$ cat config.mk
export PLATFORM = sky130hd
export DESIGN_NAME = seven_segment_scanner_flat
export DESIGN_NICKNAME = d
export VERILOG_FILES = /design/src/rtl/seven_segment_scanner_if.sv /design/src/rtl/seven_segment_scanner.sv /design/src/flat_wrapper.sv
export SDC_FILE = /design/constraint.sdc
export NUM_CORES = 1
export LEC_CHECK = 0
export CAP_MARGIN = 20
export CORE_MARGIN = 3
export CORE_UTILIZATION = 30
export DETAILED_ROUTE_END_ITERATION = 10
export PLACE_DENSITY = 0.56
export SLEW_MARGIN = 20
export SYNTH_ARGS = -nofsm -noshare
export SYNTH_HDL_FRONTEND = slang
export SYNTH_SLANG_ARGS = --single-unit
$ cat constraint.sdc
create_clock -name clk -period 5.2 [get_ports clk]
set_input_delay 0.52 -clock clk [delete_from_list [all_inputs] [get_ports clk]]
set_output_delay 0.52 -clock clk [all_outputs]
set_load 0.02 [all_outputs]
$ cat src/rtl/seven_segment_scanner_if.sv
// rtl/seven_segment_scanner_if.sv - write port and display pins of the 7-segment scanner
// master drives display writes and watches the pins; slave is the scanner itself.
interface seven_segment_scanner_if #(
  parameter int NUM_DIGITS = 4
);
  logic                    wr_valid;
  logic [4*NUM_DIGITS-1:0] wr_value;
  logic [NUM_DIGITS-1:0]   wr_dp;
  logic [NUM_DIGITS-1:0]   wr_blank;
  logic [7:0]              seg;
  logic [NUM_DIGITS-1:0]   an;
  logic                    frame_start;

  modport master (
    output wr_valid, wr_value, wr_dp, wr_blank,
    input  seg, an, frame_start
  );

  modport slave (
    input  wr_valid, wr_value, wr_dp, wr_blank,
    output seg, an, frame_start
  );
endinterface

$ cat src/rtl/seven_segment_scanner.sv
// rtl/seven_segment_scanner.sv - time-multiplexed N-digit hex 7-segment driver
// Optional LEADING_ZERO_BLANK_EN darkens digits above the most-significant nonzero nibble.
module seven_segment_scanner #(
  parameter int NUM_DIGITS     = 4,
  parameter int CLK_DIV        = 50000,
  parameter bit SEG_ACTIVE_LOW = 1'b1,
  parameter bit AN_ACTIVE_LOW  = 1'b1
) (
  input logic                   clk,
  input logic                   rst_n,
  seven_segment_scanner_if.slave bus
);
  localparam int CNT_W = $clog2(CLK_DIV + 1);
  localparam int IDX_W = (NUM_DIGITS > 1) ? $clog2(NUM_DIGITS) : 1;
  localparam logic [7:0]            SEG_DARK = SEG_ACTIVE_LOW ? 8'hFF : 8'h00;
  localparam logic [NUM_DIGITS-1:0] AN_DARK  = AN_ACTIVE_LOW ? '1 : '0;

  logic [CNT_W-1:0]        r_cnt;
  logic [IDX_W-1:0]        r_idx;
  logic [4*NUM_DIGITS-1:0] r_pend_value, r_disp_value;
  logic [NUM_DIGITS-1:0]   r_pend_dp, r_disp_dp;
  logic [NUM_DIGITS-1:0]   r_pend_blank, r_disp_blank;
  logic [7:0]              r_seg;
  logic [NUM_DIGITS-1:0]   r_an;
  logic                    r_frame_start;

  logic                  w_tick;
  logic                  w_last;
  logic [3:0]            w_nib;
  logic                  w_dp;
  logic                  w_blank;
  logic                  w_upper_zero;
  logic [NUM_DIGITS-1:0] w_lz;
  logic [7:0]            w_seg_low;
  logic [NUM_DIGITS-1:0] w_an_low;

  function automatic logic [7:0] f_decode(input logic [3:0] nib);
    case (nib)
      4'h0: f_decode = 8'h03;
      4'h1: f_decode = 8'h9F;
      4'h2: f_decode = 8'h25;
      4'h3: f_decode = 8'h0D;
      4'h4: f_decode = 8'h99;
      4'h5: f_decode = 8'h49;
      4'h6: f_decode = 8'h41;
      4'h7: f_decode = 8'h1F;
      4'h8: f_decode = 8'h01;
      4'h9: f_decode = 8'h09;
      4'hA: f_decode = 8'h11;
      4'hB: f_decode = 8'hC1;
      4'hC: f_decode = 8'h63;
      4'hD: f_decode = 8'h85;
      4'hE: f_decode = 8'h61;
      default: f_decode = 8'h71;
    endcase
  endfunction

  assign w_tick = (r_cnt == CNT_W'(CLK_DIV - 1));
  assign w_last = (r_idx == IDX_W'(NUM_DIGITS - 1));

  // Running AND from the top digit down; digit 0 is never suppressed.
  always_comb begin
    w_lz         = '0;
    w_upper_zero = 1'b1;
`ifdef LEADING_ZERO_BLANK_EN
    for (int i = NUM_DIGITS - 1; i > 0; i--) begin
      w_upper_zero = w_upper_zero && (r_disp_value[4*i +: 4] == 4'h0);
      w_lz[i]      = w_upper_zero;
    end
`endif
  end

  always_comb begin
    w_nib    = 4'h0;
    w_dp     = 1'b0;
    w_blank  = 1'b0;
    w_an_low = '1;
    for (int i = 0; i < NUM_DIGITS; i++) begin
      if (r_idx == IDX_W'(i)) begin
        w_nib   = r_disp_value[4*i +: 4];
        w_dp    = r_disp_dp[i];
        w_blank = r_disp_blank[i] | w_lz[i];
      end
    end
    for (int i = 0; i < NUM_DIGITS; i++) begin
      w_an_low[i] = !((r_idx == IDX_W'(i)) && !w_blank);
    end
    w_seg_low = w_blank ? 8'hFF : (f_decode(w_nib) & ~{7'b0, w_dp});
  end

  always_ff @(posedge clk or negedge rst_n) begin
    if (!rst_n) begin
      r_cnt         <= '0;
      r_idx         <= '0;
      r_pend_value  <= '0;
      r_pend_dp     <= '0;
      r_pend_blank  <= '0;
      r_disp_value  <= '0;
      r_disp_dp     <= '0;
      r_disp_blank  <= '0;
      r_seg         <= SEG_DARK;
      r_an          <= AN_DARK;
      r_frame_start <= 1'b0;
    end else begin
      r_cnt <= w_tick ? '0 : r_cnt + CNT_W'(1);
      if (w_tick) begin
        r_idx <= w_last ? '0 : r_idx + IDX_W'(1);
      end
      if (bus.wr_valid) begin
        r_pend_value <= bus.wr_value;
        r_pend_dp    <= bus.wr_dp;
        r_pend_blank <= bus.wr_blank;
      end
      // Frame boundary: a write in this same cycle is not yet visible here.
      if (w_tick && w_last) begin
        r_disp_value <= r_pend_value;
        r_disp_dp    <= r_pend_dp;
        r_disp_blank <= r_pend_blank;
      end
      r_seg         <= SEG_ACTIVE_LOW ? w_seg_low : ~w_seg_low;
      r_an          <= AN_ACTIVE_LOW ? w_an_low : ~w_an_low;
      r_frame_start <= (r_idx == '0) && (r_cnt == '0);
    end
  end

  assign bus.seg         = r_seg;
  assign bus.an          = r_an;
  assign bus.frame_start = r_frame_start;
endmodule

$ cat src/flat_wrapper.sv
// flat-port wrapper written by rule: the top's interface ports become plain ports
module seven_segment_scanner_flat 
#(
  parameter int NUM_DIGITS     = 4,
  parameter int CLK_DIV        = 50000,
  parameter bit SEG_ACTIVE_LOW = 1'b1,
  parameter bit AN_ACTIVE_LOW  = 1'b1
)
  (clk, rst_n, bus_wr_valid, bus_wr_value, bus_wr_dp, bus_wr_blank, bus_seg, bus_an, bus_frame_start);
  seven_segment_scanner_if #(.NUM_DIGITS(NUM_DIGITS)) bus_i ();
  input logic clk;
  input logic rst_n;
  input wire logic [$bits(bus_i.wr_valid)-1:0] bus_wr_valid;
  input wire logic [$bits(bus_i.wr_value)-1:0] bus_wr_value;
  input wire logic [$bits(bus_i.wr_dp)-1:0] bus_wr_dp;
  input wire logic [$bits(bus_i.wr_blank)-1:0] bus_wr_blank;
  output wire logic [$bits(bus_i.seg)-1:0] bus_seg;
  output wire logic [$bits(bus_i.an)-1:0] bus_an;
  output wire logic [$bits(bus_i.frame_start)-1:0] bus_frame_start;
  assign bus_i.wr_valid = bus_wr_valid;
  assign bus_i.wr_value = bus_wr_value;
  assign bus_i.wr_dp = bus_wr_dp;
  assign bus_i.wr_blank = bus_wr_blank;
  assign bus_seg = bus_i.seg;
  assign bus_an = bus_i.an;
  assign bus_frame_start = bus_i.frame_start;
  seven_segment_scanner #(.NUM_DIGITS(NUM_DIGITS), .CLK_DIV(CLK_DIV), .SEG_ACTIVE_LOW(SEG_ACTIVE_LOW), .AN_ACTIVE_LOW(AN_ACTIVE_LOW)) u_core (.clk(clk), .rst_n(rst_n), .bus(bus_i));
endmodule
# Word level (Yosys, flattened, before mapping)
# Memories as Yosys holds them, arrays and structs flattened.
# Cells that the tools add are included.
[classes] n_reduce_logical=13 n_bitwise=2 muxes=15 n_eq_ne=4 add_sub_neg=2
[op_table] cell="$add A16 B1 Y16 const B" n=1
[op_table] cell="$eq A16 B16 Y1 const B" n=1
[op_table] cell="$logic_not A16 Y1" n=1
[op_table] cell="$mux W16" n=1
[op_table] cell="$mux W4" n=4
[op_table] cell="$and A8 B8 Y8" n=1
[op_table] cell="$mux W1" n=8
[op_table] cell="$mux W8" n=1
[op_table] cell="$not A1 Y8" n=1
[op_table] cell="$logic_and A1 B1 Y1" n=6
[op_table] cell="$logic_not A1 Y1" n=5
[op_table] cell="$eq A2 B2 Y1 const B" n=2
[op_table] cell="$add A2 B1 Y2 const B" n=1
[op_table] cell="$eq A2 B1 Y1 const B" n=1
[op_table] cell="$logic_not A2 Y1" n=1
[op_table] cell="$mux W2" n=1
[word_totals] word_cells=48 memories=1 romBits=112 out_inout_bits=13 input_bits=27 reg_bits=79
[mem_list] name="(name not given)" words=16 width=7 rd=1 rd_clocked_by_memory_dff=0 wr=0 line="seven_segment_scanner.sv:38" text="case (nib)"

# Depth between registers and ports, before layout
[depth] word_depth=8 ltp_mapped=11 ltp_nobuf=10

# Worst setup path after synthesis
# Ideal clock, no wire load.
[synth_path] path_type="reg-to-reg" startpoint="reg u_core.r_idx[0]" endpoint="reg u_core.r_seg[2] (netlist: u_core.bus.seg[2])" setup_slack_ns=2.855 setup_ns=0.103 n_path_buf=1 stages_incl_launch_ff=11 synth_period_minus_slack_ns=2.345 required_ns=5.097 t_arrival_ns=2.242 cell_sequence="dfrtp_1 > inv_1 > ha_1 > clkbuf_1 > or2_2 > o221ai_1 > inv_1 > ha_1 > nor2b_1 > a21oi_1 > o221ai_1"
[synth_between] elab_chain_cells=8 word_cells_on_any_way=15 classes_between="eq/ne: 3; mux: 9; bitwise: 1; reduce/logical: 1; memory: 1"
[synth_rtl] item="from (decl)" line="seven_segment_scanner.sv:19" text="logic [IDX_W-1:0] r_idx;"
[synth_rtl] item="from (signal assigned)" line="seven_segment_scanner.sv:107" text="r_idx <= w_last ? '0 : r_idx + IDX_W'(1);"
[synth_rtl] item="$logic_not A2 Y1" line="seven_segment_scanner.sv:79" text="if (r_idx == IDX_W'(i)) begin"
[synth_rtl] item="$mux W4 (4 in a row)" line="seven_segment_scanner.sv:79"
[synth_rtl] item="$mem_v2 Z16 W7"
[synth_rtl] item="$and A8 B8 Y8" line="seven_segment_scanner.sv:88" text="w_seg_low = w_blank ? 8'hFF : (f_decode(w_nib) & ~{7'b0, w_dp});"
[synth_rtl] item="$mux W8 (*)" line="seven_segment_scanner.sv:88"
[synth_rtl] item="named net u_core.w_seg_low[2]" line="seven_segment_scanner.sv:34" text="logic [7:0] w_seg_low;"
[synth_rtl] item="to (signal assigned)" line="seven_segment_scanner.sv:120" text="r_seg <= SEG_ACTIVE_LOW ? w_seg_low : ~w_seg_low;"
[synth_rtl] item="to (decl)" line="seven_segment_scanner.sv:23" text="logic [7:0] r_seg;"
# The timed path passes the listed nets; every way through them passes the cells marked *.
# A chain may end at the register's enable or synchronous reset.

# Worst setup path after layout
# Same ends and word-level chain as after synthesis.

==> impl_metrics.tcl <==
set metrics [dict create \
    rsz0062_at_grt "no" \
    regToRegSetupSlack_ns 2.57 \
    final.setup.tns_ns 0 \
    yosysSeqAreaShare 0.548 \
    drtIter0Drc 72 \
    fin_nets 364 \
    clk_path_buf_depth 2 \
    startpoint_type "flip-flop" \
    cts_tree "yes" \
    slowest_delay_ns 0.47 \
    ir_worst_vdd_uv 127 \
    initial_utilization 0.313 \
    synth_seq_cells 79 \
    multi_input_area_mm2 0.00154 \
    post-route-period-util 0.507 \
    ctsResizeCount 0 \
    design_area_mm2 0.00443 \
    fmax_mhz 380 \
    syn_avg_cell_area_um2 12.7 \
    clk_pin_slew_worst_paths_ns 0.06 \
    grt_overflow 0 \
    crit_fanout 15 \
    syn2layout_area_growth_pct 21.9 \
    grt_use_total 0.105 \
    fill_cells 1125 \
    drive_gt1_frac 0.255 \
    cts_inserted_buffers 9 \
    cts_setup_buffers 0 \
    postRouteAntennaNets 0 \
    crit_family "compound AO/OA/AOI/OAI gates" \
    power.density_mw_per_mm2 286 \
    synth_warnings 0 \
    grt_max_degree 80 \
    grt_pass1_wl_um 11200 \
    setup_viol 0 \
    dpl_cell_area_mm2 0.00415 \
    synth_edf_count 0 \
    core_mm2 0.0116 \
    ys.flop_type "dfrtp_1" \
    drv_slew 0 \
    crit_path_cell_trace "ha_1 -> or2_2 -> o221ai_1 -> inv_1 -> ha_1 -> nor2b_1 -> a21oi_1 -> o221ai_1" \
    leakagePower_nw 1.97 \
    end_kind "flip-flop" \
    netlist_instances 285 \
    io_buffers 39 \
    relSlewSlack 0.399 \
    tightestPinTransition_ns 0.901 \
    min_period_ns 2.63 \
    stdcell_count 473 \
    seq_area_mm2 0.00199 \
    grt_pass1_vias 2143 \
    std_cell_rows 39 \
    dp_hpwl_um 4590 \
    async_flop_share 1.00 \
    floorplan.die_area_mm2 0.0135 \
    crit_slowest_cell "o221ai_1" \
    grt_antenna_before_repair 0 \
    via_per_inst 4.69 \
    insertedDiodeCount 0 \
    status "complete, no violations" \
    root_buffer "clkbuf_16" \
    hp-class "in -> async" \
    hold_violations 0 \
    io_pins 40 \
    h-tree-depth 3 \
    cp.buffers_inverters 1 \
    cp_data_required_time_ns 5.38 \
    cap_viol_max_count 0 \
    setup.worst_path.class "reg -> reg" \
    place_inst 457 \
    die_y_um 116 \
    routabilityCongestion 0.814 \
    yosysUniqueCellTypes 39 \
    cts_sinks 79 \
    post_drt_wl_per_cell_um 13.7 \
    skew_ns 0.00728 \
    synthesis.nets 324 \
    firstDrtPassIters 4 \
    whs_ns 0.225 \
    drt-total-wl_um 6470 \
    drc_errors 0 \
    dr_total_vias 2220 \
    clk_latency_ns 0.32 \
    worst_ep_arrival_time_ns 2.82 \
    syn-cell-area_mm2 0.00363 \
    die_x_um 116 \
    hold_buffers 0 \
]
==> power breakdown <==
part | internal [mW] | switching [mW] | total (mW)
logic | 0.0335 | 0.0206 | 0.0540
clock network | 0.337 | 0.232 | 0.569
registers | 0.634 | 0.00969 | 0.644
==> area by class of cell <==
| type | instances | share of cell area |
|---|---|---|
| clock buffers | 12 | 0.0557 |
| clock inverters | 4 | 0.00706 |
| inverters | 10 | 0.00848 |
| multi-input cells | 184 | 0.348 |
| flip-flops and latches | 79 | 0.450 |
| well taps | 143 | 0.0404 |
| repair buffers | 41 | 0.0907 |
==> layer usage <==
metal  share of wire  wire length (um)  up-vias  GRT usage
met4           0.013                84        0     0.0325
met3           0.034               222        6     0.0251
li1                -                 -     1085          -
met1            0.52              3390     1089      0.159
met5               0                 0        -          0
met2            0.43              2770       40      0.147
==> state kept, by name, indices dropped and copies added, names as in the netlist <==
| signal | count |
|---|---|
| u_core.r_disp_dp | 4 |
| u_core.bus.frame_start | 1 |
| u_core.r_pend_blank | 4 |
| u_core.r_cnt | 16 |
| u_core.r_pend_dp | 4 |
| u_core.bus.an | 4 |
| u_core.bus.seg | 8 |
| u_core.r_idx | 2 |
| u_core.r_disp_value | 16 |
| u_core.r_disp_blank | 4 |
| u_core.r_pend_value | 16 |
==> cells in the mapped netlist, drive strengths merged (2+ instances only) <==
cell     n  area (um^2)
dfrtp   67         1680
mux2    48          616
nand2   28          113
dfstp   12          315
ha      12          150
nor2    12         45.0
inv     10         37.5
xnor2    9         78.8
clkbuf   8         30.0
o221ai   8         70.1
nand3    7         35.0
o21ai    7         35.0
a21oi    6         30.0
nand2b   6         37.5
nor4     5         52.6
buf      4         32.5
nand3b   4         30.0
nor2b    4         25.0
nor3     4         20.0
xor2     4         35.0
mux2i    3         30.0
a211oi   2         15.0
nand4    2         12.5
nor3b    2         15.0
or2      2         12.5
==> cell usage in the layout (no fill, tap or decap), types with 2 or more instances in the layout <==
master / instances
mux2_2: 28
nand2_1: 27
nor2b_1: 4
nand3b_1: 4
nor2_1: 12
nand4_1: 2
clkdlybuf4s50_1: 37
a211oi_1: 2
clkbuf_1: 2
nor4_1: 3
nor3_1: 4
xor2_1: 4
inv_1: 10
dfstp_2: 12
nor3b_1: 2
dfrtp_1: 67
or2_2: 2
clkinvlp_4: 3
buf_4: 2
mux2_4: 20
o221ai_1: 8
nand2b_1: 6
ha_1: 12
clkbuf_16: 9
o21ai_0: 7
a21oi_1: 6
nand3_1: 7
xnor2_1: 9
mux2i_1: 3
==> stage by stage <==
stage	utilization	power [mW]	setup WS, ns
detailed placement	0.357	0.712	2.56
finish	0.381	1.27	2.57
CTS	0.381	1.29	2.53
global placement	0.357	0.711	2.71
global route	0.381	1.32	2.26
floorplan	-	0.674	2.85
==> cells by family after synthesis <==
| kind of cell | Yosys count | synth area share |
|---|---|---|
| AND/OR/NAND/NOR | 80 | 0.119 |
| AO/OA/AOI/OAI | 28 | 0.0548 |
| flip-flops | 79 | 0.548 |
| buffers and inverters | 22 | 0.0276 |
| XOR/XNOR | 13 | 0.0313 |
| multiplexers | 51 | 0.178 |
| adder cells (fa/ha/maj) | 12 | 0.0413 |
==> path summary, 6_finish.rpt <==
check	endpoint	cells past startpoint	from
worst max-delay path	u_core.bus.seg[2]	8	u_core.r_idx[0]
worst min-delay path	u_core.r_pend_value[15]	1	rst_n
worst max register to register	u_core.bus.seg[2]	8	u_core.r_idx[0]
worst min register to register	u_core.r_cnt[0]	1	u_core.r_cnt[0]
max in group asynchronous	u_core.r_cnt[3]	1	rst_n
min in group clk	u_core.r_cnt[0]	1	u_core.r_cnt[0]
Note: power is estimated with default switching activity, not from simulation.
